File: src/rtl/uart_pkg.sv
// uart_pkg: types and constants shared by the UART RX and TX sides.
package uart_pkg;

    typedef enum logic [1:0] {
        UART_IDLE,
        UART_START,
        UART_DATA,
        UART_STOP
    } uart_state_e;

    localparam int UART_DATA_W   = 8;
    localparam int UART_BAUD_DIV = 434;

endpackage

File: src/rtl/uart_rx_fifo.sv
// uart_rx_fifo: synchronous byte FIFO with valid/ready output and count-based full/empty.
// Pointers wrap naturally because DEPTH is a power of two.
module uart_rx_fifo
    import uart_pkg::*;
#(
    parameter int DEPTH = 4
) (
    input  logic                   clk,
    input  logic                   rst_n,
    input  logic [UART_DATA_W-1:0] in_data,
    input  logic                   in_valid,
    output logic                   in_ready,
    output logic [UART_DATA_W-1:0] out_data,
    output logic                   out_valid,
    input  logic                   out_ready
);

    localparam int AW = $clog2(DEPTH);

    logic [UART_DATA_W-1:0] mem_q [DEPTH];
    logic [UART_DATA_W-1:0] mem_d [DEPTH];
    logic [AW-1:0]          rd_q, rd_d, wr_q, wr_d;
    logic [AW:0]            cnt_q, cnt_d;
    logic                   push, pop;

    assign out_valid = cnt_q != '0;
    assign out_data  = mem_q[rd_q];

    // A pop frees the head slot this cycle, so a full FIFO still accepts a push.
    always_comb begin
        pop      = out_valid & out_ready;
        in_ready = (cnt_q != (AW+1)'(DEPTH)) | pop;
        push     = in_valid & in_ready;
        mem_d    = mem_q;
        if (push) mem_d[wr_q] = in_data;
        rd_d     = pop  ? rd_q + 1'b1 : rd_q;
        wr_d     = push ? wr_q + 1'b1 : wr_q;
        cnt_d    = cnt_q + (AW+1)'(push) - (AW+1)'(pop);
    end

    always_ff @(posedge clk or negedge rst_n) begin
        if (!rst_n) begin
            mem_q <= '{default: '0};
            rd_q  <= '0;
            wr_q  <= '0;
            cnt_q <= '0;
        end else begin
            mem_q <= mem_d;
            rd_q  <= rd_d;
            wr_q  <= wr_d;
            cnt_q <= cnt_d;
        end
    end

endmodule

File: src/rtl/uart_rx_frontend.sv
// uart_rx_frontend: 8N1 UART receiver with synchroniser and valid/ready byte output.
// Define UART_RX_FIFO_EN to buffer bytes in a FIFO_DEPTH-entry FIFO instead of one register.
module uart_rx_frontend
    import uart_pkg::*;
#(
    parameter int BAUD_DIV   = UART_BAUD_DIV,
    parameter int FIFO_DEPTH = 4
) (
    input  logic                   clk,
    input  logic                   rst_n,
    input  logic                   rx_in,
    output logic [UART_DATA_W-1:0] rx_data,
    output logic                   rx_valid,
    input  logic                   rx_ready,
    output logic                   frame_err,
    output logic                   overrun,
    output logic                   rx_busy
);

    localparam int            BW      = $clog2(BAUD_DIV);
    localparam logic [BW-1:0] HALF_LD = BW'(BAUD_DIV / 2 - 1);
    localparam logic [BW-1:0] FULL_LD = BW'(BAUD_DIV - 1);

    if (BAUD_DIV < 8) begin : g_baud_chk
        $error("BAUD_DIV must be at least 8");
    end
    if (FIFO_DEPTH < 2 || (FIFO_DEPTH & (FIFO_DEPTH - 1)) != 0) begin : g_depth_chk
        $error("FIFO_DEPTH must be a power of two of at least 2");
    end

    uart_state_e            state_q, state_d;
    logic [BW-1:0]          baud_q, baud_d;
    logic [2:0]             bit_q, bit_d;
    logic [UART_DATA_W-1:0] shift_q, shift_d;
    logic                   s1_q, s2_q, prev_q;
    logic                   fe_q, fe_d, ov_q, ov_d;
    logic                   push, tick, start_edge;

    assign tick       = baud_q == '0;
    assign start_edge = prev_q & ~s2_q;
    assign rx_busy    = state_q != UART_IDLE;
    assign frame_err  = fe_q;
    assign overrun    = ov_q;

    always_comb begin
        state_d = state_q;
        baud_d  = tick ? baud_q : baud_q - 1'b1;
        bit_d   = bit_q;
        shift_d = shift_q;
        push    = 1'b0;
        fe_d    = 1'b0;
        case (state_q)
            UART_IDLE: if (start_edge) begin
                bit_d   = '0;
                baud_d  = HALF_LD;
                state_d = UART_START;
            end
            UART_START: if (tick) begin
                baud_d  = FULL_LD;
                state_d = s2_q ? UART_IDLE : UART_DATA;
            end
            UART_DATA: if (tick) begin
                shift_d = {s2_q, shift_q[UART_DATA_W-1:1]};
                bit_d   = bit_q + 1'b1;
                baud_d  = FULL_LD;
                state_d = (bit_q == 3'd7) ? UART_STOP : UART_DATA;
            end
            default: if (tick) begin
                push    = s2_q;
                fe_d    = ~s2_q;
                state_d = UART_IDLE;
            end
        endcase
    end

    always_ff @(posedge clk or negedge rst_n) begin
        if (!rst_n) begin
            s1_q    <= 1'b1;
            s2_q    <= 1'b1;
            prev_q  <= 1'b1;
            state_q <= UART_IDLE;
            baud_q  <= '0;
            bit_q   <= '0;
            shift_q <= '0;
            fe_q    <= 1'b0;
            ov_q    <= 1'b0;
        end else begin
            s1_q    <= rx_in;
            s2_q    <= s1_q;
            prev_q  <= s2_q;
            state_q <= state_d;
            baud_q  <= baud_d;
            bit_q   <= bit_d;
            shift_q <= shift_d;
            fe_q    <= fe_d;
            ov_q    <= ov_d;
        end
    end

`ifdef UART_RX_FIFO_EN
    logic fifo_in_ready;

    uart_rx_fifo #(.DEPTH(FIFO_DEPTH)) u_fifo (
        .clk      (clk),
        .rst_n    (rst_n),
        .in_data  (shift_q),
        .in_valid (push),
        .in_ready (fifo_in_ready),
        .out_data (rx_data),
        .out_valid(rx_valid),
        .out_ready(rx_ready)
    );

    assign ov_d = push & ~fifo_in_ready;
`else
    logic [UART_DATA_W-1:0] data_q, data_d;
    logic                   valid_q, valid_d, accept;

    assign rx_data  = data_q;
    assign rx_valid = valid_q;

    // A same-cycle transfer empties the holding register, so the new byte still fits.
    always_comb begin
        accept  = push & (~valid_q | rx_ready);
        data_d  = accept ? shift_q : data_q;
        valid_d = accept | (valid_q & ~rx_ready);
        ov_d    = push & ~accept;
    end

    always_ff @(posedge clk or negedge rst_n) begin
        if (!rst_n) begin
            data_q  <= '0;
            valid_q <= 1'b0;
        end else begin
            data_q  <= data_d;
            valid_q <= valid_d;
        end
    end
`endif

endmodule

File: config.mk
export PLATFORM = sky130hd
export DESIGN_NAME = uart_rx_frontend
export DESIGN_NICKNAME = d
export VERILOG_FILES = /design/src/rtl/uart_pkg.sv /design/src/rtl/uart_rx_fifo.sv /design/src/rtl/uart_rx_frontend.sv
export SDC_FILE = /design/constraint.sdc
export NUM_CORES = 1
export LEC_CHECK = 0
export ABC_CLOCK_PERIOD_IN_PS = 2100
export CAP_MARGIN = 10
export CORE_MARGIN = 2
export CORE_UTILIZATION = 50
export CTS_CLUSTER_SIZE = 28
export DETAILED_ROUTE_END_ITERATION = 12
export GPL_TIMING_DRIVEN = 0
export PLACE_DENSITY = 0.72
export RECOVER_POWER = 100
export SLEW_MARGIN = 40
export SYNTH_ARGS = -nofsm -noshare
export SYNTH_HDL_FRONTEND = slang
export SYNTH_SLANG_ARGS = --single-unit
File: constraint.sdc
create_clock -name clk -period 2.1 [get_ports clk]
set_input_delay 0.315 -clock clk [delete_from_list [all_inputs] [get_ports clk]]
set_output_delay 0.315 -clock clk [all_outputs]
set_load 0.02 [all_outputs]
==> out/qor.txt <==
Total congestion overflow: 0
Synth top area share: 0.474
Syn_nets: 161
Final hold viol count: 0
FMAX: 0.496 GHz
Reg-to-reg endpoint: rx_data[7]
Worst slew pin tran: 0.825 ns
Synth Instances: 148
IO buf count: 15
Worst slew margin: 0.450
Hold slack: 0.367 ns
Synth area leaders: dfrtp_1, mux2_2, ha_1
Vias in the first global route: 1,323
Io pins: 16
Width of the die: 63 um
Final Instance Area: 2140 sq um
Vias after detailed routing: 1,259
Ys Warns: 0
Filler cell count: 286
Sequential area share after synthesis: 0.520
Number of synthesized flops with an enable pin: 0
GR Util All Layers: 0.197
Worst setup margin: 0.0824 ns
CP Capture Type: flop
Routability Congestion: 0.808
DRT iter0 DRCs: 48
Synth Flop Type: dfrtp_1
Total routed wirelength: 3350 um
Core ar.: 3340 sq um
Final Util: 0.640
Setup TNS: 0 ns
Avg Cell Area, Syn: 11.8 sq um
First-pass GRT wire length: 6070 um
Clk_lat worst skew: 0.34 ns
Commonest cells post-synth: dfrtp_1, mux2_2, ha_1
Post-Place Worst Slack: -0.343 ns
PwrDens: 1160 nW/um^2
Placed inst area: 1970 sq um
Worst-path clk slew: 0.11 ns
Cell taking the most area after synthesis: dfrtp_1
Most common cell in the netlist: dfrtp_1
Hpwl dp: 2390 um
DIE HEIGHT: 63 um
Number of H-tree levels: 2
Nets: 193
Peak VDD IR: 0.000650 V
DRC viols: 0
Initial Util: 0.522
Proportion of layout cells with a drive suffix above 1: 0.276
Distinct cells, synth: 38
Synth Cell Area: 1740 sq um
Pin count of the biggest net entering global routing: 22
CTS sink count: 36
ANT nets after route: 0
CP Capture Point: rx_data[7]
R2R depth: 8
TritonCTS Buffers: 5
Crit path launch: baud_q[1]
Max cap viols: 0
Hold Crit Class: flop to flop
CP max FO: 8
TritonCTS clock tree: yes
ANT cells: 0
Asr flop ratio synth: 1.00
Max Slew Vio Count: 0
Min cycle time layout: 2.02 ns
Fin crit share: 0.961
Start-to-end type of the worst setup path: flop to flop
Number of core rows: 21
Setup slack, reg-to-reg: 0.08 ns
CP arrival: 2.23 ns
Final setup viols: 0
Clock tree buffer depth: 2
R2r startpoint: baud_q[1]
Pre-Repair DR Iteration Count: 4
CP required: 2.32 ns
Pleak: 0.988 nW
Initial antenna violation count: 0
FF+latch count, synth: 36
Clock Skews: 0.0101 ns
Average wire per standard cell: 14.7 um
Layout area overhead: 22.7%
Status: complete, no violations
Root buf cell: clkbuf_4
Die area: 3970 sq um
Critical Path Start Type: flop
Vias per std cell: 5.55
sequential cells by signal (all words and copies together), names as in the netlist:
signal,cells
baud_q,9
bit_q,3
frame_err,1
overrun,1
prev_q,1
rx_data,8
rx_valid,1
s1_q,1
s2_q,1
shift_q,8
state_q,2
where the power goes:
group	switching, mW	internal [mW]	total (mW)
sequential	0.147	0.809	0.956
combinational	0.525	0.448	0.974
clock	0.224	0.316	0.540
logic make-up (layout without fill, tap and decap cells):
logic type | count (synthesis) | count (layout) | synth area share
AO/OA/AOI/OAI | 28 | 28 | 0.106
AND/OR/NAND/NOR | 44 | 44 | 0.160
flip-flops | 36 | 36 | 0.520
multiplexers | 18 | 18 | 0.116
buffers and inverters | 13 | 46 | 0.0338
adder cells (fa/ha/maj) | 9 | 9 | 0.0647
critical path, stage by stage, from the launching register on:
cell and delay, ns:
dfrtp_1 0.42, inv_2 0.10, ha_4 0.13, nor4b_4 0.22, and2_4 0.23, inv_4 0.07, nor3b_4 0.23, buf_12 0.15
mux2_1 0.32
cells in the final DEF (no fill, tap or decap), drive strengths merged:
master         count
nor4b              1
or3b               1
and2               2
a211oi             4
nor3b              2
o41ai              1
nor4               2
dlygate4sd2        1
bufinv             1
or4b               1
mux2              17
ha                 9
inv                9
nor2               4
dfrtp             33
dlygate4sd3        2
buf                9
a22oi              1
mux2i              1
or3                1
clkbuf            12
nand2              8
o211ai             1
nor3               7
o221a              1
a21oi              7
o21ai              7
o32ai              1
nand4              2
a22o               1
nand2b             3
o31a               2
a31oi              1
dfstp              3
nand3              8
or2                2
clkdlybuf4s50     12
o31ai              1
per-stage QoR:
| stage | power, mW | std cells |
|---|---|---|
| floorplan | 1.60 | 148 |
| global placement | 1.78 | 209 |
| detailed placement | 1.83 | 210 |
| CTS | 2.44 | 224 |
| global route | 2.66 | 227 |
| finish | 2.47 | 227 |
area by class of cell:
type / instances / area, sq um / area share
Timing Repair Buffer: 26 / 238 / 0.111
Clock inverter: 1 / 30.0 / 0.0141
Clock buffer: 7 / 65.1 / 0.0305
Sequential cell: 36 / 905 / 0.424
Buffer: 3 / 12.5 / 0.00586
Inverter: 9 / 36.3 / 0.0170
Multi-Input combinational cell: 99 / 792 / 0.371
Tap cell: 46 / 57.6 / 0.0269
worst min-delay path by stage:
stage / start / to / cells after the start
2_1_floorplan: rst_n / baud_q[0] / 0
3_3_place_gp: s1_q / s2_q / 0
3_5_place_dp: rst_n / baud_q[3] / 1
4_1_cts: rx_in / s1_q / 1
5_1_grt: s1_q / s2_q / 0
6_report: s1_q / s2_q / 0
per-layer routing:
layer	up-vias	routed length, um	track usage
li1	606	-	-
met1	618	1460	0.247
met2	30	1730	0.331
met3	5	125	0.0559
met4	0	38	0.0583
met5	-	0	0
what timing repair did:
action / CTS / global route
hold buffers: 1 / 0
pin swaps: 2 / 1
resized for setup: 3 / 5
setup endpoints to repair: 9 / 15
hold endpoints to repair: 12 / 0
setup buffers: 5 / 4
No activity file was read; power rests on OpenSTA's default activity.
